$ cat src/rtl/div_unit.sv
// Iterative radix-2 restoring divider for RV32M DIV/DIVU/REM/REMU in the EX stage.
// Holds the pipeline through div_stall while iterating; div_valid pulses once the result is ready.
module div_unit #(
  parameter int XLEN = 32
) (
  input  logic            clk,
  input  logic            rst,
  input  logic            div_start,
  input  logic [1:0]      div_op,
  input  logic [XLEN-1:0] div_a,
  input  logic [XLEN-1:0] div_b,
  output logic            div_stall,
  output logic            div_valid,
  output logic [XLEN-1:0] div_result,
  output logic            div_busy
);

  localparam int CW = $clog2(XLEN) + 1;

  typedef enum logic [1:0] {IDLE, BUSY, DONE} state_t;

  state_t          state_q, state_d;
  logic [CW-1:0]   cnt_q;
  logic [XLEN-1:0] r_q, q_q, b_q, res_q;
  logic            rem_q, qneg_q, rneg_q;

  logic            is_signed, div_zero, ovf, special, accept, last;
  logic [XLEN-1:0] a_mag, b_mag, spec_res;
  logic [XLEN:0]   sh;
  logic [XLEN+1:0] t;
  logic            ge;
  logic [XLEN-1:0] r_nx, q_nx, fin_q, fin_r;

  // Operand conditioning and special cases, evaluated on the capture cycle
  always_comb begin
    is_signed = ~div_op[0];
    a_mag     = (is_signed && div_a[XLEN-1]) ? -div_a : div_a;
    b_mag     = (is_signed && div_b[XLEN-1]) ? -div_b : div_b;
    div_zero  = (div_b == '0);
    ovf       = is_signed && (div_a == {1'b1, {(XLEN-1){1'b0}}}) && (&div_b);
    special   = div_zero | ovf;
    // overflow quotient equals the dividend (most negative value)
    if (div_zero) spec_res = div_op[1] ? div_a : '1;
    else          spec_res = div_op[1] ? '0 : div_a;
    accept    = (state_q == IDLE) && div_start;
  end

  // One restoring step: the shifted partial remainder can need XLEN+1 bits
  always_comb begin
    sh    = {r_q, q_q[XLEN-1]};
    t     = {1'b0, sh} - {2'b00, b_q};
    ge    = ~t[XLEN+1];
    r_nx  = ge ? t[XLEN-1:0] : sh[XLEN-1:0];
    q_nx  = {q_q[XLEN-2:0], ge};
    last  = (cnt_q == CW'(XLEN - 1));
    fin_q = qneg_q ? -q_nx : q_nx;
    fin_r = rneg_q ? -r_nx : r_nx;
  end

  always_ff @(posedge clk or posedge rst) begin
    if (rst) state_q <= IDLE;
    else     state_q <= state_d;
  end

  always_comb begin
    state_d = state_q;
    case (state_q)
      IDLE:    if (div_start) state_d = special ? DONE : BUSY;
      BUSY:    if (last) state_d = DONE;
      DONE:    state_d = IDLE;
      default: state_d = IDLE;
    endcase
  end

  always_comb begin
    div_stall = accept || (state_q == BUSY);
    div_valid = (state_q == DONE);
    div_busy  = (state_q != IDLE);
  end

  always_ff @(posedge clk or posedge rst) begin
    if (rst) begin
      cnt_q  <= '0;
      r_q    <= '0;
      q_q    <= '0;
      b_q    <= '0;
      res_q  <= '0;
      rem_q  <= 1'b0;
      qneg_q <= 1'b0;
      rneg_q <= 1'b0;
    end else if (accept) begin
      cnt_q  <= '0;
      r_q    <= '0;
      q_q    <= a_mag;
      b_q    <= b_mag;
      rem_q  <= div_op[1];
      qneg_q <= is_signed && (div_a[XLEN-1] ^ div_b[XLEN-1]);
      rneg_q <= is_signed && div_a[XLEN-1];
      if (special) res_q <= spec_res;
    end else if (state_q == BUSY) begin
      r_q   <= r_nx;
      q_q   <= q_nx;
      cnt_q <= cnt_q + CW'(1);
      if (last) res_q <= rem_q ? fin_r : fin_q;
    end
  end

  assign div_result = res_q;

endmodule

$ cat config.mk
export PLATFORM = sky130hd
export DESIGN_NAME = div_unit
export DESIGN_NICKNAME = d
export VERILOG_FILES = /design/src/rtl/div_unit.sv
export SDC_FILE = /design/constraint.sdc
export NUM_CORES = 1
export LEC_CHECK = 0
export ABC_CLOCK_PERIOD_IN_PS = 4600
export BUFFER_PORTS_ARGS = -buffer_cell sky130_fd_sc_hd__buf_2
export CAP_MARGIN = 10
export CORE_MARGIN = 2
export CORE_UTILIZATION = 52
export CTS_CLUSTER_SIZE = 12
export DETAILED_ROUTE_END_ITERATION = 8
export HOLD_SLACK_MARGIN = 0.12
export PLACE_DENSITY = 0.72
export SLEW_MARGIN = 20
export SYNTH_ARGS = -nofsm -noshare
export SYNTH_HDL_FRONTEND = slang
export SYNTH_SLANG_ARGS = --single-unit
$ cat constraint.sdc
create_clock -name clk -period 4.6 [get_ports clk]
set_input_delay 0.23 -clock clk [delete_from_list [all_inputs] [get_ports clk]]
set_output_delay 0.23 -clock clk [all_outputs]
set_load 0.02 [all_outputs]
=== Word-level counts from Yosys, hierarchy flattened ===
Cells that the tools add are included.

* Register bits: 139
* Bits in latches: 0
* Memory bits (writable): 0
* Memory bits (read-only): 0
* Output and inout bits: 35
* Logic and storage cells: 64
* Memories: 0

* Add/subtract/negate cells: 6
* Multiply operators: 0
* Div/mod/pow operators: 0
* Order comparisons: 0
* Equality and inequality tests: 7
* Shifts and indexed selects: 0
* Multiplexer cells: 23
* Bitwise logic cells: 4
* Reduce and logical (&&, ||, !) cells: 15

{| class="wikitable"
|+ Operators with widths
! operator !! number
|-
| 2-to-1 mux 32 bit || 17
|-
| negation 32 bit || 4
|-
| subtractor 33 x 32 -> 34 bit || 1
|-
| == test 32 bit, second input constant || 1
|-
| zero test 32 bit || 1
|-
| AND reduction 32 bit || 1
|-
| 2-to-1 mux 6 bit || 2
|-
| adder 6 x 1 -> 6 bit, second input constant || 1
|-
| == test 6 x 5 -> 1 bit, second input constant || 1
|-
| logical AND 1 bit || 6
|-
| 2-to-1 mux 2 bit || 3
|-
| inequality test 2 bit, second input constant || 3
|-
| nonzero test 2 bit || 3
|-
| one-hot mux 2 bit (2 select lines) || 1
|-
| AND reduction 3 bit || 1
|-
| == test 2 x 1 -> 1 bit, second input constant || 1
|-
| == test 2 bit, second input constant || 1
|-
| zero test 2 bit || 1
|-
| inverter 1 bit || 2
|-
| AND reduction 2 bit || 1
|-
| logical OR 1 bit || 1
|-
| bitwise OR 1 bit || 1
|-
| XOR 1 bit || 1
|}

=== Logic depth before layout (Yosys ltp) ===
Gate-level depths: netlist of the first run.

* Depth in word-level cells: 8
* Mapped depth: 24

=== Least setup slack after synthesis of the first run ===
Ideal clock, no wire load.

* Path kind: register to register
* From: register r_q[25]
* To: register res_q[24] (netlist: div_result[24])
* Data arrival time: 4.917 ns
* Required time: 4.474 ns
* Setup slack: -0.443 ns
* Stages on the path, launching flop included: 21
* Buffers on the path: 4
* Period minus slack after synthesis: 5.043 ns
* Path through: dfrtp_1 > ha_1 > a21o_1 > a31o_4 > a31o_4 > a211oi_4 > nand3_2 > buf_6 > inv_1 > buf_4 > clkbuf_1 > clkbuf_1 > ha_1 > nand2b_1 > nand2b_1 > or4_1 > or3_1 > o31ai_1 > xnor2_1 > and3_1 > a311o_1

* Longest elaborated chain between the ends: 8
* Elaborated cells between the ends (all ways): 11

{| class="wikitable"
|+ RTL lines
! what !! line !! source
|-
| from (decl) || 24 || <nowiki>logic [XLEN-1:0] r_q, q_q, b_q, res_q;</nowiki>
|-
| from (signal assigned) || 101 || <nowiki>r_q <= r_nx;</nowiki>
|-
| subtractor 33 x 32 -> 34 bit (*) || 51 || <nowiki>t = {1'b0, sh} - {2'b00, b_q};</nowiki>
|-
| 2-to-1 mux 32 bit / inverter 1 bit (equally long branches) || 53, 52 ||
|-
| negation 32 bit, on equally long branches || 57, 56 ||
|-
| 2-to-1 mux 32 bit, on equally long branches || 57, 56 ||
|-
| 2-to-1 mux 32 bit (*) (2 in a row) || 104 || <nowiki>if (last) res_q <= rem_q ? fin_r : fin_q;</nowiki>
|-
| 2-to-1 mux 32 bit (*) || 100 || <nowiki>end else if (state_q == BUSY) begin</nowiki>
|-
| 2-to-1 mux 32 bit (*) || 91 || <nowiki>end else if (accept) begin</nowiki>
|-
| to (signal assigned) || 99 || <nowiki>if (special) res_q <= spec_res;</nowiki>
|-
| to (signal assigned) || 104 ||
|-
| to (decl) || 24 ||
|}

Mark *: on every way between the ends. The rest lies on a longest branch, timed or not. The select of a mux whose other input is x is not followed.
A chain may end at the register's enable or synchronous reset.

=== Final worst setup path of the first run ===
* From: register r_q[2]
* To: register res_q[30] (netlist: div_result[30])

* Longest elaborated chain between the ends: 8
* Elaborated cells between the ends (all ways): 11

{| class="wikitable"
|+ RTL lines
! what !! line
|-
| subtractor 33 x 32 -> 34 bit || 51
|-
| 2-to-1 mux 32 bit / inverter 1 bit (equally long branches) || 53, 52
|-
| negation 32 bit, on equally long branches || 57, 56
|-
| 2-to-1 mux 32 bit, on equally long branches || 57, 56
|-
| 2-to-1 mux 32 bit (*) (2 in a row) || 104
|-
| 2-to-1 mux 32 bit (*) || 100
|-
| 2-to-1 mux 32 bit (*) || 91
|}

Marks and branches as above.

==> results of run 1 <==
==> metal layers <==
layer	GRT usage, %	share of wire, %	up-vias
met1	49.2	43	6117
met5	0	0	-
met2	52.5	44	679
met3	6.36	9.6	88
li1	-	-	5908
met4	11.5	2.9	0
==> cell families (layout without fill, tap and decap cells) <==
family / Yosys count / after routing / synth area share (%)
xor gates and xnor gates: 129 / 129 / 9.46
DFF: 139 / 139 / 29.1
buffers and inverters: 154 / 276 / 5.09
and+or+nand+nor: 592 / 592 / 23.6
adders and majority gates: 43 / 43 / 4.48
AOI/OAI and AO/OA: 487 / 488 / 26.3
muxes: 23 / 23 / 1.98
other: 0 / 1 / 0
==> cell type report <==
cell class	instances	area share, %
multi-input combinational	1275	57.7
clock buffer	17	3.08
tap	285	2.58
timing repair buffer	185	8.44
inverter	60	1.67
antenna	1	0.0181
sequential	139	25.2
clock inverter	14	1.32
==> power breakdown <==
part | switching, uW | internal, uW
Combinational | 4910 | 3070
Sequential | 532 | 1670
Clock | 621 | 865
==> final timing paths <==
kind | start | end | cells after the start
worst max-delay path | r_q[2] | div_result[30] | 17
worst min-delay path | div_a[20] | q_q[20] | 4
worst max register to register | r_q[2] | div_result[30] | 17
worst min register to register | div_result[6] | div_result[6] | 2
max in group asynchronous | rst | q_q[13] | 4
min in group asynchronous | rst | cnt_q[4] | 3
==> sequential cells by signal, indices dropped and copies added (netlist names) <==
register    cells
r_q            32
cnt_q           6
b_q            32
rem_q           1
state_q         2
q_q            32
qneg_q          1
rneg_q          1
div_result     32
==> metrics by stage <==
| step | setup TNS [ns] | cell area, um^2 | hold slack [ns] |
|---|---|---|---|
| after global placement | 0 | 13000 | 0.462 |
| after global routing | -0.0567 | 13800 | 0.150 |
| final | 0 | 13800 | 0.131 |
| after floorplan | 0 | 12000 | 0.375 |
| after CTS | 0 | 13700 | 0.121 |
| after detailed placement | 0 | 13000 | 0.470 |
==> repair_timing <==
action                                  4_1_cts  5_1_grt
setup buffers                                 0        4
endpoints found under the hold margin       109        0
hold buffers                                  6        0
resized for setup                             0       16
endpoints found under the setup margin        0       14
==> worst max-delay path: stages, from the launching register on <==
cell	delay (ns)
dfrtp_1	0.46
ha_1	0.40
nand2_1	0.07
a211o_2	0.37
a211oi_4	0.32
o211ai_1	0.25
nand3_4	0.11
buf_4	0.17
nand2_1	0.06
o21ai_1	0.15
ha_1	0.25
nand2_1	0.09
or4_4	0.53
o31ai_4	0.13
nand4_4	0.16
o41ai_1	0.52
xor2_1	0.18
o21ai_0	0.09
==> layout by cell type, fill, tap and decap left out, types with 38 or more instances in the layout <==
cell     count
a31oi_1     55
nor2_1     130
dfrtp_1    139
o21ai_0    152
nand2_1    224
xor2_1      47
xnor2_1     82
inv_1       58
buf_2      103
buf_4       75
nor3_1      38
a21oi_1     86
==> flow_summary_export.csv, run 1 <==
group,metric,value,unit
power_and_ir_drop,p_per_area,844,nW/um^2
timing,worstMarginPinSlew,0.970,ns
clock_network,clk_latency,0.44,ns
routing,first_pass_iters,6,
floorplan,io_pins,104,
timing,maxSlewHeadroom,34.8,%
grt,grt_start_max_net_pins,106,
yosys,netlist.area_leader.share,29.1,%
yosys,yosys_warnings,0,
yosys,synth-async-reset-ratio,100,%
cells_and_area,ff_latch_area,3480,um^2
yosys,syn_area_per_cell,7.62,um^2
setup_path,start_kind,"register",
clock_network,clk_path_buf_depth,2,
yosys,synth_top_area_cell,"dfrtp_1",
yosys,synth_fp_nets,1675,
routing,wl_per_cell,21.1,um
placement,io_buffers,103,
routing,drc,0,
clock_network,cts_root_buffer,"clkbuf_16",
timing,setup_viol,0,
placement,place_congestion,0.960,
routing,wirelength,41700,um
timing,period_share,97.1,%
floorplan,die-area,24200,um^2
setup_path,critPathArrivalTime,4.77,ns
yosys,ys_types,85,
yosys,syn_inst,1567,
cells_and_area,nets,1786,
timing,hold_violations,0,
floorplan,fp-row-count,55,
cells_and_area,fill_cells,2066,
grt,grt_pass1_vias,11800,
clock_network,cts_max_level,4,
clock_network,clkSinkCount,139,
timing,fin_ws,0.132,ns
floorplan,core-area,22600,um^2
floorplan,die_h,156,um
routing,vias,12800,
placement,dp_hpwl,31200,um
routing,ant_nets,0,
cells_and_area,area_growth,15.7,%
clock_network,cts_tree,"built",
floorplan,start_util,52.9,%
timing,final.min_clock_period,4.47,ns
timing,fin_skew,0.0151,ns
min_path,hp-class,"in -> reg",
grt,grt_pass1_wl,65400,um
power_and_ir_drop,ir_worst_vdd,0.000423,V
setup_path,critPathCaptureType,"register",
placement,pre_cts_ws,0.0720,ns
clock_network,clk_pin_slew,0.07,ns
cells_and_area,layout-drive-gt1-share,15.4,%
routing,routed_via_density,6.47,
cells_and_area,fin_util,61.2,%
job,max_cap_violations,0,
grt,track_usage,34.4,%
yosys,ys.flop_type,"dfrtp_1",
yosys,synth-edff-count,0,
power_and_ir_drop,report.power.total,11700,uW
setup_path,critical_path_class,"reg -> reg",
routing,first_iter_violations,1445,
yosys,ys_seq_elements,139,
yosys,netlist_top_cells_area,"dfrtp_1 (29%), nand2_1 (7.1%), o21ai_0 (6.6%)",
grt,antenna_found_initial,1,
status,status,"finished, final reports clean",
grt,grt-ovfl-total,0,
cells_and_area,stdcell_count,1976,
setup_path,crit_required,4.90,ns
cells_and_area,multiInputGateArea,7970,um^2
power_and_ir_drop,leakage,0.00569,uW
yosys,seq_area_frac_synth,29.1,%
timing,max_freq,224,MHz
placement,place_inst,1932,
setup_path,reg2reg_slack,0.13,ns
yosys,yosysMostFrequentCell,"nand2_1",
floorplan,die_w,156,um
yosys,netlist_area,11900,um^2
setup_path,critPathMaxFanout,8,
yosys,yosys-top-cells-count,"nand2_1 (225), o21ai_0 (158), dfrtp_1 (139)",
clock_network,numCtsBuffers,17,
timing,final_max_slew_viol_count,0,
Power figures use the tool's default switching activity.
==> run 2: changes to the inputs <==
ABC_AREA = 1   (was unset)
==> run 2 against run 1 <==
  * Clock skew is 0.0030 ns higher
  * Routed wire length is 3.4% higher
  * Non-clock buffer count shrank 62
  * Critical endpoint unchanged
  * Worst hold slack better by 0.0072 ns
  * Die area up 7.1%
  * Register-to-register slack better by 0.31 ns
==> flow_summary_export.csv, run 2 <==
group,metric,value,unit
yosys,yosys_warnings,0,
cells_and_area,multiInputGateArea,7890,um^2
routing,first_pass_iters,6,
clock_network,cts_root_buffer,"clkbuf_16",
floorplan,start_util,52.8,%
setup_path,cp_num_cells,27,
yosys,ys_types,52,
grt,antenna_found_initial,1,
setup_path,reg2reg_depth,27,
setup_path,crit_top_cell,"nand2_1",
cells_and_area,ff_latch_area,3480,um^2
timing,maxSlewHeadroom,33.2,%
floorplan,die_h,161,um
routing,first_iter_violations,1587,
grt,grt_start_max_net_pins,101,
setup_path,crit-reg2reg-launch,"r_q[7]",
setup_path,critPathTopFamily,"simple AND/OR/NAND/NOR gates",
clock_network,post_cts_buffers,0,
grt,grt_pass1_wl,68400,um
yosys,synth_fp_nets,2218,
clock_network,numCtsBuffers,17,
yosys,yosys-top-cells-count,"nand2_1 (634), inv_1 (276), o21ai_0 (227)",
yosys,netlist_top_cells_area,"dfrtp_1 (27%), nand2_1 (19%), o21ai_0 (8.9%)",
grt,track_usage,33.5,%
setup_path,cp_slowest_cell,"dfrtp_1",
setup_path,timing.critical_path.buf_inv,3,
cells_and_area,nets,2280,
min_path,hp-class,"in -> reg",
setup_path,critical_path_class,"reg -> reg",
setup_path,endpoint,"div_result[30]",
yosys,synth_top_area_cell,"dfrtp_1",
routing,routed_via_density,5.61,
cells_and_area,layout.cells.most_common,"nand2_1",
grt,grt_busiest_layer,"met2",
routing,drc,0,
setup_path,start_kind,"register",
job,max_cap_violations,0,
floorplan,io_pins,104,
timing,period_share,90.3,%
yosys,seq_area_frac_synth,27.1,%
routing,vias,14100,
yosys,synth-async-reset-ratio,100,%
grt,met2_usage,52.3,%
floorplan,core-area,24200,um^2
placement,dp_hpwl,32700,um
yosys,ys.flop_type,"dfrtp_1",
setup_path,crit_start,"r_q[7]",
setup_path,crit_required,4.97,ns
clock_network,clk_latency,0.45,ns
grt,use_met1,47.9,%
timing,max_freq,241,MHz
routing,ant_nets,0,
timing,holdWs,0.138,ns
clock_network,clkSinkCount,139,
cells_and_area,antenna_cells,0,
clock_network,clk_pin_slew,0.07,ns
yosys,netlist_area,12800,um^2
cells_and_area,fill_cells,2437,
yosys,ys_seq_elements,139,
yosys,netlist.area_leader.share,27.1,%
placement,place_congestion,0.974,
timing,setup_viol,0,
routing,wirelength,43200,um
yosys,syn_area_per_cell,6.07,um^2
timing,fin_skew,0.0181,ns
yosys,syn_inst,2110,
cells_and_area,layout-drive-gt1-share,10.6,%
timing,final_max_slew_viol_count,0,
cells_and_area,area_growth,10.5,%
setup_path,reg2reg_slack,0.45,ns
timing,hold_violations,0,
yosys,yosysMostFrequentCell,"nand2_1",
status,status,"finished, final reports clean",
clock_network,clk_path_buf_depth,2,
routing,wl_per_cell,17.2,um
placement,io_buffers,103,
setup_path,critPathCaptureType,"register",
setup_path,slowest_delay,0.41,ns
floorplan,die_w,161,um
setup_path,critPathMaxFanout,23,
clock_network,cts_tree,"built",
floorplan,fp-row-count,57,
grt,grt-ovfl-total,0,
timing,final.min_clock_period,4.15,ns
clock_network,cts_max_level,4,
grt,grt_pass1_vias,12600,
floorplan,die-area,25900,um^2
setup_path,reg2reg_to,"div_result[30]",
setup_path,critPathArrivalTime,4.52,ns
yosys,synth-edff-count,0,
grt,met3_usage,6.27,%
timing,worstMarginPinSlew,1.00,ns
cells_and_area,layout_common_cells,"nand2_1 (633), inv_1 (275), o21ai_0 (227)",
==> run 2: cell count changes in the layout (fill, tap and decap cells not counted), sizes merged, moves of 18 or more <==
cell,delta
a211oi,-19
a31oi,-48
buf,-59
inv,+233
mux2i,-18
nand2,+434
nand3,+129
nor2,+95
o21ai,+76
o31ai,-35
or3,-27
xnor2,-68
==> run 2: worst min-delay path, stage by stage <==
cell,delay (ns)
buf_2,0.14
o21ai_0,0.11
o21ai_0,0.07
==> run 2: worst min path at each step <==
stage                        from             to  slack (ns)  cells after the start
finish                  div_op[0]        b_q[31]        0.14                      3
global route            div_a[31]        q_q[31]        0.16                      3
CTS                     div_op[0]        b_q[31]        0.12                      3
detailed placement  div_result[9]  div_result[9]        0.46                      2
global placement    div_result[9]  div_result[9]        0.46                      2
floorplan               div_b[12]        b_q[12]        0.38                      2
==> run 2: metrics by stage <==
stage	util (%)	area (um^2)	setup TNS, ns	worst slack (ns)	cells
2_1_floorplan	-	12800	0	0.645	2110
3_3_place_gp	55.7	13500	0	0.656	2474
3_5_place_dp	55.7	13500	0	0.556	2474
4_1_cts	58.4	14200	0	0.529	2509
5_1_grt	58.4	14200	-0.00279	-0.00279	2509
6_report	58.4	14200	0	0.446	2509
==> run 2: layout make-up <==
cell class / instances / share of cell area, %
Multi-Input combinational cell: 1599 / 55.7
Sequential cell: 139 / 24.6
Clock buffer: 18 / 3.10
Clock inverter: 14 / 1.20
Tap cell: 324 / 2.86
Timing Repair Buffer: 123 / 4.76
Inverter: 292 / 7.78
==> run 2: layer usage <==
metal / up-vias / wire (um)
met2: 624 / 19200
li1: 6868 / -
met3: 70 / 3750
met5: - / 0
met1: 6523 / 19300
met4: 0 / 1010
==> run 2: kinds of logic (layout without fill, tap and decap cells) <==
logic type                 count (synthesis)  in the layout  synth area share [%]
AOI/OAI and AO/OA                        373            373                  15.5
xor gates and xnor gates                  71             71                  4.85
DFF                                      139            139                  27.1
and+or+nand+nor                         1115           1115                  37.1
adders and majority gates                 40             40                  3.94
buffers and inverters                    372            447                  11.4
==> run 2: what timing repair did <==
item                                    CTS  global route
hold buffers                              3             0
gates resized for setup                   0             1
hold endpoints to repair                101             0
endpoints found under the setup margin    0             2
Power of run 2 is left out: the tool's default activity adds up to more than one toggle a clock period on the data nets, which glitch-free logic cannot reach.
==> run 3: changes to the inputs <==
MAX_ROUTING_LAYER = met4   (was unset)
==> run 3 against run 2 <==
  * Highest routed layer unchanged
  * Design area rose by 0.31%
  * Maximum frequency increased by 0.74%
  * Final cell count about the same
  * Critical path depth is the same
  * First-iteration DRC count decreased by 2.2%
  * Worst setup slack gained 0.031 ns
  * Sequential cell count is the same
  * Count of clock-buffer cells in the layout is 1 higher
  * Critical path type unchanged
  * Register-to-register slack gained 0.03 ns
==> flow_summary_export.csv, run 3 (same netlist as run 2, synthesis figures left out) <==
group,metric,value,unit
setup_path,critPathCaptureType,"register",
cells_and_area,layout.cells.most_common,"nand2_1",
setup_path,critical_path_class,"reg -> reg",
grt,grt-ovfl-total,0,
timing,final.min_clock_period,4.12,ns
routing,first_pass_iters,6,
timing,worstMarginPinSlew,1.03,ns
grt,grt_pass1_wl,68900,um
floorplan,fp-row-count,57,
floorplan,start_util,52.8,%
clock_network,clkSinkCount,139,
timing,final_max_slew_viol_count,0,
min_path,hp-class,"in -> reg",
clock_network,cts_root_buffer,"clkbuf_16",
setup_path,crit_required,4.97,ns
cells_and_area,fin_util,58.6,%
grt,grt_pass1_vias,13100,
clock_network,cts_tree,"built",
routing,ant_nets,0,
floorplan,die_h,161,um
cells_and_area,layout-drive-gt1-share,10.6,%
routing,first_iter_violations,1552,
timing,fin_skew,0.0183,ns
timing,setup_viol,0,
floorplan,die_w,161,um
timing,period_share,89.6,%
placement,postPlaceCellArea,13500,um^2
min_path,hold_depth,3,
clock_network,clk_latency,0.45,ns
status,status,"finished, final reports clean",
floorplan,core-area,24200,um^2
routing,wl_per_cell,17.2,um
setup_path,reg2reg_slack,0.48,ns
routing,wirelength,43100,um
placement,io_buffers,103,
placement,dp_hpwl,32900,um
setup_path,start_kind,"register",
clock_network,numCtsBuffers,17,
clock_network,clk_pin_slew,0.07,ns
placement,place_congestion,0.971,
grt,track_usage,34.8,%
timing,rsz0062_at_grt,"no",
routing,routed_via_density,5.56,
grt,antenna_found_initial,2,
job,max_cap_violations,0,
cells_and_area,design_area,14200,um^2
routing,drc,0,
grt,grt_start_max_net_pins,88,
timing,max_freq,243,MHz
cells_and_area,nets,2280,
cells_and_area,area_growth,10.8,%
timing,maxSlewHeadroom,31.3,%
floorplan,die-area,25900,um^2
clock_network,clk_path_buf_depth,2,
timing,hold_violations,0,
clock_network,cts_max_level,4,
routing,vias,14000,
floorplan,io_pins,104,
setup_path,critPathMaxFanout,23,
cells_and_area,layout_common_cells,"nand2_1 (633), inv_1 (275), o21ai_0 (227)",
setup_path,reg2reg_depth,27,
timing,final.setup.tns,0,ns
setup_path,critPathArrivalTime,4.49,ns
[run 3: cell types whose count changed in the layout (fill, tap and decap cells not counted)]
| cell | change |
|---|---|
| buf_4 | +1 |
| bufinv_16 | +2 |
| clkbuf_8 | +1 |
| clkinv_4 | +1 |
| clkinvlp_4 | -1 |
| diode_2 | +2 |
| dlygate4sd3_1 | -1 |
| inv_6 | -1 |
| inv_8 | -2 |
| nor2_1 | +1 |
| nor2_2 | -1 |
[run 3: worst max-delay path, stage by stage (launching register included)]
cell and delay [ns]:
dfrtp_1 0.41, ha_1 0.36, nand2_1 0.15, inv_2 0.04, nand2_1 0.07, nand2_2 0.07
clkinv_1 0.06, nand3_2 0.12, nand2_2 0.12, nand2_4 0.06, nand2_4 0.23, nand2_8 0.12
inv_2 0.08, ha_1 0.19, nand4_1 0.16, nor2_1 0.27, nand2_1 0.10, nor2_1 0.22
nand4_1 0.21, nor2_1 0.23, nand3_1 0.12, nand2_1 0.10, nand2_1 0.07, a21oi_1 0.11
o21ai_0 0.09, nand2_1 0.07, nand2_1 0.05, a21oi_1 0.16
[run 3: final cells by class]
type | instances | area (um^2)
Timing Repair Buffer | 123 | 671
Tap cell | 324 | 405
Sequential cell | 139 | 3480
Antenna cell | 2 | 5.00
Clock buffer | 19 | 453
Clock inverter | 13 | 200
Multi-Input combinational cell | 1599 | 7890
Inverter | 292 | 1100
Fill cell | 2461 | 10000
[run 3: path summary, 6_finish.rpt]
kind	start	end
worst max register to register	r_q[7]	div_result[28]
worst max-delay path	r_q[7]	div_result[28]
min in group asynchronous	rst	b_q[21]
worst min register to register	div_result[9]	div_result[9]
max in group asynchronous	rst	r_q[17]
worst min-delay path	div_b[9]	b_q[9]
[run 3: per-layer routing]
layer	share of wire, %	vias up	track usage [%]
met5	0	-	-
met2	43	581	51.6
met3	8.6	87	6.86
li1	-	6863	-
met1	45	6436	47.2
met4	3.2	0	13.1
[run 3: repair_timing]
| action | 4_1_cts | 5_1_grt |
|---|---|---|
| resized for setup | 0 | 0 |
| hold buffers | 2 | 0 |
| setup buffers | 0 | 0 |
| hold endpoints to repair | 60 | 0 |
[run 3: through the flow]
stage                     instances  hold WS (ns)  setup WS [ns]
after floorplan                2110         0.376          0.645
after global placement         2475         0.371          0.722
after detailed placement       2475         0.370          0.605
after CTS                      2509         0.123          0.556
after global routing           2511         0.156         0.0552
final                          2511         0.121          0.477
Power of run 3 is left out for the same reason.
